**src/rtl/reverse_bridge.sv**
```systemverilog
// reverse_bridge: converts a 4-phase req/ack transfer into a valid/ready
// stream through a DEPTH-entry first-word-fall-through FIFO.
//
// Ports:
//   clk       in   single clock, rising edge
//   rst       in   asynchronous active-low reset
//   en        in   capture enable for the req/ack side
//   req       in   4-phase request from upstream initiator
//   data_in   in   upstream data, stable while req=1
//   ack       out  4-phase acknowledge (decode of the handshake state flop)
//   valid     out  downstream data available (level != 0), registered
//   ready     in   downstream accepts data
//   data_out  out  oldest buffered entry, 0 when empty, registered
//   level     out  buffer occupancy, registered
module reverse_bridge #(
    parameter int unsigned WIDTH = 8,
    parameter int unsigned DEPTH = 4
) (
    input  logic                         clk,
    input  logic                         rst,
    input  logic                         en,
    input  logic                         req,
    input  logic [WIDTH-1:0]             data_in,
    output logic                         ack,
    output logic                         valid,
    input  logic                         ready,
    output logic [WIDTH-1:0]             data_out,
    output logic [$clog2(DEPTH+1)-1:0]   level
);

    localparam int unsigned PW = $clog2(DEPTH);
    localparam int unsigned LW = $clog2(DEPTH + 1);

    typedef enum logic [0:0] {
        IDLE   = 1'b0,
        ACK_HI = 1'b1
    } hs_state_e;

    hs_state_e           state_q, state_d;
    logic [PW-1:0]       wr_ptr_q, wr_ptr_d;
    logic [PW-1:0]       rd_ptr_q, rd_ptr_d;
    logic [LW-1:0]       level_q, level_d;
    logic                valid_q, valid_d;
    logic [WIDTH-1:0]    data_out_q, data_out_d;
    logic [WIDTH-1:0]    mem_q [DEPTH];

    logic                push;
    logic                pop;
    logic                head_is_new;

    // Handshake state register
    always_ff @(posedge clk or negedge rst) begin
        if (!rst) begin
            state_q <= IDLE;
        end else begin
            state_q <= state_d;
        end
    end

    // Handshake next state; the full check uses the registered level only,
    // so a pop on the same edge never lets a push through at level==DEPTH
    always_comb begin
        state_d = state_q;
        push    = 1'b0;
        unique case (state_q)
            IDLE: begin
                if (en && req && (level_q < LW'(DEPTH))) begin
                    push    = 1'b1;
                    state_d = ACK_HI;
                end
            end
            ACK_HI: begin
                // en is ignored here: an accepted handshake always completes
                if (!req) begin
                    state_d = IDLE;
                end
            end
            default: state_d = IDLE;
        endcase
    end

    // Handshake outputs
    always_comb begin
        ack = (state_q == ACK_HI);
    end

    // FIFO pointers, occupancy and next head-of-buffer
    always_comb begin
        pop      = valid_q && ready;
        wr_ptr_d = wr_ptr_q;
        rd_ptr_d = rd_ptr_q;
        level_d  = level_q;

        if (push) begin
            wr_ptr_d = (wr_ptr_q == PW'(DEPTH - 1)) ? '0 : wr_ptr_q + PW'(1);
        end
        if (pop) begin
            rd_ptr_d = (rd_ptr_q == PW'(DEPTH - 1)) ? '0 : rd_ptr_q + PW'(1);
        end

        unique case ({push, pop})
            2'b10:   level_d = level_q + LW'(1);
            2'b01:   level_d = level_q - LW'(1);
            default: level_d = level_q;
        endcase

        // The entry being written this edge becomes the head when the
        // buffer is (or is about to be) empty; storage is not yet updated.
        head_is_new = push && ((level_q == '0) || ((level_q == LW'(1)) && pop));

        valid_d = (level_d != '0);
        if (level_d == '0) begin
            data_out_d = '0;
        end else if (head_is_new) begin
            data_out_d = data_in;
        end else begin
            data_out_d = mem_q[rd_ptr_d];
        end
    end

    // FIFO control registers
    always_ff @(posedge clk or negedge rst) begin
        if (!rst) begin
            wr_ptr_q   <= '0;
            rd_ptr_q   <= '0;
            level_q    <= '0;
            valid_q    <= 1'b0;
            data_out_q <= '0;
        end else begin
            wr_ptr_q   <= wr_ptr_d;
            rd_ptr_q   <= rd_ptr_d;
            level_q    <= level_d;
            valid_q    <= valid_d;
            data_out_q <= data_out_d;
        end
    end

    // Buffer storage; contents survive reset, pointers make them invisible
    always_ff @(posedge clk) begin
        if (push) begin
            mem_q[wr_ptr_q] <= data_in;
        end
    end

    assign valid    = valid_q;
    assign data_out = data_out_q;
    assign level    = level_q;

endmodule

```
**config.mk**
```make
export PLATFORM = sky130hd
export DESIGN_NAME = reverse_bridge
export DESIGN_NICKNAME = d
export VERILOG_FILES = /design/src/rtl/reverse_bridge.sv
export SDC_FILE = /design/constraint.sdc
export NUM_CORES = 1
export LEC_CHECK = 0
export ABC_AREA = 1
export ABC_CLOCK_PERIOD_IN_PS = 2280
export CORE_MARGIN = 2
export CORE_UTILIZATION = 30
export CTS_CLUSTER_SIZE = 24
export DETAILED_ROUTE_END_ITERATION = 6
export PLACE_DENSITY = 0.59
export SLEW_MARGIN = 20
export SYNTH_ARGS = -nofsm -noshare
export SYNTH_HDL_FRONTEND = slang
export SYNTH_SLANG_ARGS = --single-unit
```
**constraint.sdc**
```tcl
create_clock -name clk -period 2.28 [get_ports clk]
set_input_delay 0.228 -clock clk [delete_from_list [all_inputs] [get_ports clk]]
set_output_delay 0.228 -clock clk [all_outputs]
set_load 0.05 [all_outputs]
```
; Yosys cells after proc, flatten, opt, wreduce, memory -nomap -nowiden
; Memory sizes are Yosys's and may differ from the RTL's.
; Cells that the tools add are included.
[word_totals]
out_inout_bits = 13
ram_bits = 32
reg_bits = 17
n_memories = 1
inputBits = 13
word_cells = 39
[memory_table]
columns = name, depth, word_bits, rd, rd_ports_with_merged_regs, wr, line_no
row1 = mem_q, 4, 8, 1, 0, 1, 45  ; logic [WIDTH-1:0] mem_q [DEPTH];
[classes]
mux = 12
magnitude_cmp = 1
n_bitwise = 1
eq_ne = 5
n_reduce_logical = 9
addsub = 4
[op_table]
columns = cell, count
row1 = two-way mux 8 bit, 2
row2 = == test 2 bit (second input constant), 3
row3 = logical NOT 3 bit, 2
row4 = two-way mux 2 bit, 3
row5 = one-hot mux 3 bit (2 select lines), 1
row6 = logical AND 1 bit, 5
row7 = two-way mux 1 bit, 5
row8 = adder 2 x 1 -> 2 bit (second input constant), 2
row9 = adder 3 x 1 -> 3 bit (second input constant), 1
row10 = == test 3 x 1 -> 1 bit (second input constant), 1
row11 = < comparator 3 bit (second input constant), 1
row12 = nonzero test 3 bit, 1
row13 = subtractor 3 x 1 -> 3 bit (second input constant), 1
row14 = == test 2 x 1 -> 1 bit (second input constant), 1
row15 = one-hot mux 1 bit (2 select lines), 1
row16 = logical OR 1 bit, 1
row17 = inverter 1 bit, 1

; Longest topological paths before layout
[logic_depth]
depth_word = 8
ltp_mapped = 12
depth_no_buf = 12

; Least setup slack after synthesis
; Ideal clock, no wire load.
[synth_timing]
path_type = reg-to-reg
startpoint = register level_q[2] (netlist: level[2])
endpoint = register data_out_q[0] (netlist: data_out[0])
arrival_time_ns = 1.992
synth_period_minus_slack_ns = 2.114
required_ns = 2.157
setup_ns = 0.123
path_slack_ns = 0.166
n_path_buf = 0
path_stages_with_launch = 11
path_cell_list = dfrtp_1 nor3_4 inv_2 ha_1 nor2_1 nand2_1 nand2_1 a21oi_1 nand2_1 nand2_1 a21oi_1
[synth_between]
elab_chain_cells = 8
word_cells_on_any_way = 17
classes_between = add/sub (2) / order compare (1) / eq/ne (3) / mux (5) / reduce/logical (6)
[synth_lines]
columns = item, line_no
row1 = start: declaration, 42  ; logic [LW-1:0] level_q, level_d;
row2 = start signal: assignment, 132  ; level_q <= level_d;
row3 = < comparator 3 bit (*), 67  ; if (en && req && (level_q < LW'(DEPTH))) begin
row4 = logical AND 1 bit (*), 67
row5 = two-way mux 1 bit (*), 67
row6 = two-way mux 1 bit (*), 65  ; unique case (state_q)
row7 = net push, 47  ; logic push;
row8 = == test 2 x 1 -> 1 bit / == test 2 bit (equally long branches), 101  ; unique case ({push, pop})
row9 = one-hot mux 3 bit (2 select lines) (*), 101
row10 = net level_d[0], 42
row11 = logical NOT 3 bit (*), 112  ; if (level_d == '0) begin
row12 = two-way mux 8 bit (*), 112
row13 = net data_out_d[0], 44  ; logic [WIDTH-1:0] data_out_q, data_out_d;
row14 = end signal: assignment, 134  ; data_out_q <= data_out_d;
row15 = end: declaration, 44
; Mark *: on every way through the listed nets, which the timed path passes. The rest lies on a longest branch.
; A chain may end at the register's enable or synchronous reset.

; Final worst setup path
[layout_timing]
startpoint = register level_q[2] (netlist: level[2])
endpoint = register data_out_q[7] (netlist: data_out[7])
[layout_between]
elab_chain_cells = 8
word_cells_on_any_way = 17
classes_between = add/sub (2) / order compare (1) / eq/ne (3) / mux (5) / reduce/logical (6)
[layout_lines]
columns = item, line_no
row1 = < comparator 3 bit (*), 67
row2 = logical AND 1 bit (*), 67
row3 = two-way mux 1 bit (*), 67
row4 = two-way mux 1 bit (*), 65
row5 = net push, 47
row6 = == test 2 x 1 -> 1 bit / == test 2 bit (equally long branches), 101
row7 = one-hot mux 3 bit (2 select lines), 101
row8 = logical NOT 3 bit, 112
row9 = two-way mux 8 bit (*), 112
row10 = net data_out_d[7], 44
; Marked as above.

==> run_results.csv <==
group,metric,value,unit
power,p_per_area,1297,nW/µm²
drt,vias,1577,
layout,multi_input_area,810.8,µm²
power,power_leakage,1.252,nW
die,ios,26,
yosys,synth_compound_area_share,3.355,%
sta,slew_violations,0,
critical_path,critPathKind,"reg2reg",
critical_path,cp_max_fo,9,
layout,num-fill-cells,758,
job,maxCapViolCount,0,
drt,wl,4.908,mm
yosys,synth_fp_nets,245,
grt,grt_antenna_before_repair,0,
layout,drive_gt1_share,14.40,%
yosys,avgSynthCellArea,10.68,µm²
critical_path,crit_path_start_kind,"flop",
clock_network,numCtsBuffers,5,
drt,drc,0,
layout,antenna_cells,0,
yosys,ys_types,20,
grt,grt_util_all_layers,12.46,%
die,fp.dieArea,8556,µm²
layout,final_util,37.25,%
yosys,synth_top_cell_area_share,40.89,%
die,row_count,32,
drt,first_iter_violations,106,
sta,finalSetupTns,0,ns
clock_network,htree_levels,2,
sta,worst_pin_slew,0.8080,ns
placement,dp.cells,351,
clock_network,cts_hold_buf,0,
critical_path,end_kind,"flop",
layout,final_nets,281,
die,coreArea,7647,µm²
critical_path,worst_ep_arrival_time,2.16,ns
yosys,ys_seq_area_share,59.00,%
clock_network,numClockSinks,49,
yosys,syn_area,2350,µm²
drt,drt.antenna.violating_nets,0,
die,fp.dieW,92.50,µm
grt,grt_overflow,0,
die,die_h,92.50,µm
clock_network,post-cts-setup-buffer-count,0,
clock_network,cts_tree,"yes",
min_path,hold_class,"in2async",
clock_network,ctsLongestPathBuffers,2,
yosys,synth_simple_gate_area_share,24.76,%
critical_path,r2r_start,"level[2]",
yosys,synth_top_area_cell,"edfxtp_1",
outcome,status,"finished clean",
layout,regArea,1386,µm²
yosys,synth_warnings,0,
clock_network,cts_root_buf,"clkbuf_8",
layout,final_common_cell,"nand2_1",
yosys,syn_inst,220,
die,initial_core_util,30.73,%
yosys,synth-adder-area-share,6.390,%
layout,final_cell_mix,"nand2_1 (57), nand3_1 (32), edfxtp_1 (32)",
placement,gp_congestion,0.9018,
critical_path,rr_worst_depth,9,
grt,grt_pass1_wl,8.038,mm
sta,fmaxAchievable,507.9,MHz
grt,grt_max_degree,18,
placement,io_buffers,25,
yosys,ys_ff_latch,49,
sta,slew_headroom,45.97,%
drt,drt_first_pass_iters,4,
sta,skew,0.008866,ns
sta,timing.final.hold_violations,0,
critical_path,rrSetupSlack,0.31,ns
clock_network,path_clk_slew,0.09,ns
placement,place_hpwl,3.354,mm
layout,instances_no_fill,359,
grt,first_global_vias,1612,
drt,routedWlPerCell,13.67,µm
yosys,synth_xor_area_share,0,%
yosys,synth_top_family_by_area,"simple AND/OR/NAND/NOR gates",
critical_path,r2r_end,"data_out[7]",
yosys,muxShareOfSynthArea,0,%
critical_path,crit_required,2.47,ns
drt,via_per_inst,4.393,
sta,grt_setup_unrepaired,"false",
clock_network,cts_resized,0,
yosys,synthTopCellsByArea,"edfxtp_1 (41%), dfrtp_1 (18%), nand2_1 (9.1%)",
sta,finalCriticalPeriod,1.969,ns
sta,finalSetupViolations,0,
sta,finalCritPeriodShare,86.35,%
power,ir_worst_vdd,0.3406,mV
layout,area_delta_synth_final,21.25,%
clock_network,clock_latency,0.30,ns
-- flip-flops by register name, summed over array words and instances (netlist names) --
signal	flops
mem_q	32
data_out	8
level	3
rd_ptr_q	2
wr_ptr_q	2
ack	1
valid	1
-- where the power goes --
group | leakage [nW] | total (W) | switching, W | internal (W)
Sequential | 0.495 | 0.00126 | 0.000116 | 0.00114
Combinational | 0.705 | 0.00182 | 0.00123 | 0.000594
Clock | 0.0518 | 0.000614 | 0.000290 | 0.000323
-- through the flow --
stage	area [µm²]	setup WS, ns	hold slack, ns	total power (W)
after floorplan	2350	0.1655	-0.06759	0.002595
after global placement	2739	0.07751	0.5537	0.003083
after detailed placement	2739	0.02613	0.5600	0.003116
after CTS	2849	0.3031	0.4189	0.003733
after global routing	2849	0.1815	0.4369	0.003964
final	2849	0.3112	0.3813	0.003696
-- Yosys cell counts --
cell      instances
dfrtp_1          17
inv_2             5
ha_1             12
nand3_2          10
clkbuf_8          1
o21ai_4           1
edfxtp_1         32
and2_1            1
nand2_1          57
inv_4             1
buf_12            1
nor2_2            1
a21oi_1           9
nand3_1          32
o21ai_1           2
nand2_4           5
nor3_4            1
nor2_1            6
inv_1            25
o211ai_1          1
-- cells by family after synthesis --
group | count (synthesis)
adders and majority gates | 12
AOI/OAI and AO/OA | 13
buffers and inverters | 33
DFF | 49
and+or+nand+nor | 113
-- worst max-delay path, cell delays in order, from the launching register on --
cell	delay, ns
dfrtp_1	0.43
nor3_4	0.26
inv_2	0.07
ha_1	0.35
inv_1	0.10
nand3_1	0.10
a21oi_1	0.14
nand2_1	0.21
nand2_1	0.13
a21oi_1	0.05
-- area by class of cell --
| class | instances | share of cell area [%] |
|---|---|---|
| Inverter | 31 | 4.172 |
| Clock inverter | 3 | 1.449 |
| Tap cell | 102 | 4.480 |
| Clock buffer | 5 | 2.415 |
| Sequential cell | 49 | 48.66 |
| Multi-Input combinational cell | 138 | 28.46 |
| Timing Repair Buffer | 31 | 10.36 |
-- worst max-delay path by stage --
stage	to	startpoint	cells past startpoint
4_1_cts	data_out[7]	level[2]	10
5_1_grt	data_out[7]	level[2]	10
2_1_floorplan	data_out[0]	level[2]	10
3_3_place_gp	data_out[7]	req	12
3_5_place_dp	data_out[7]	req	12
6_report	data_out[7]	level[2]	9
-- metal layers --
metal	track usage, %	wire [µm]	part of all wire (%)	vias up
li1	-	-	-	800
met4	3.731	90	1.8	0
met5	0	0	0	-
met3	3.743	216	4.4	8
met1	15.89	2293	47	737
met2	20.44	2308	47	32
(Power assumes the default switching activity.)
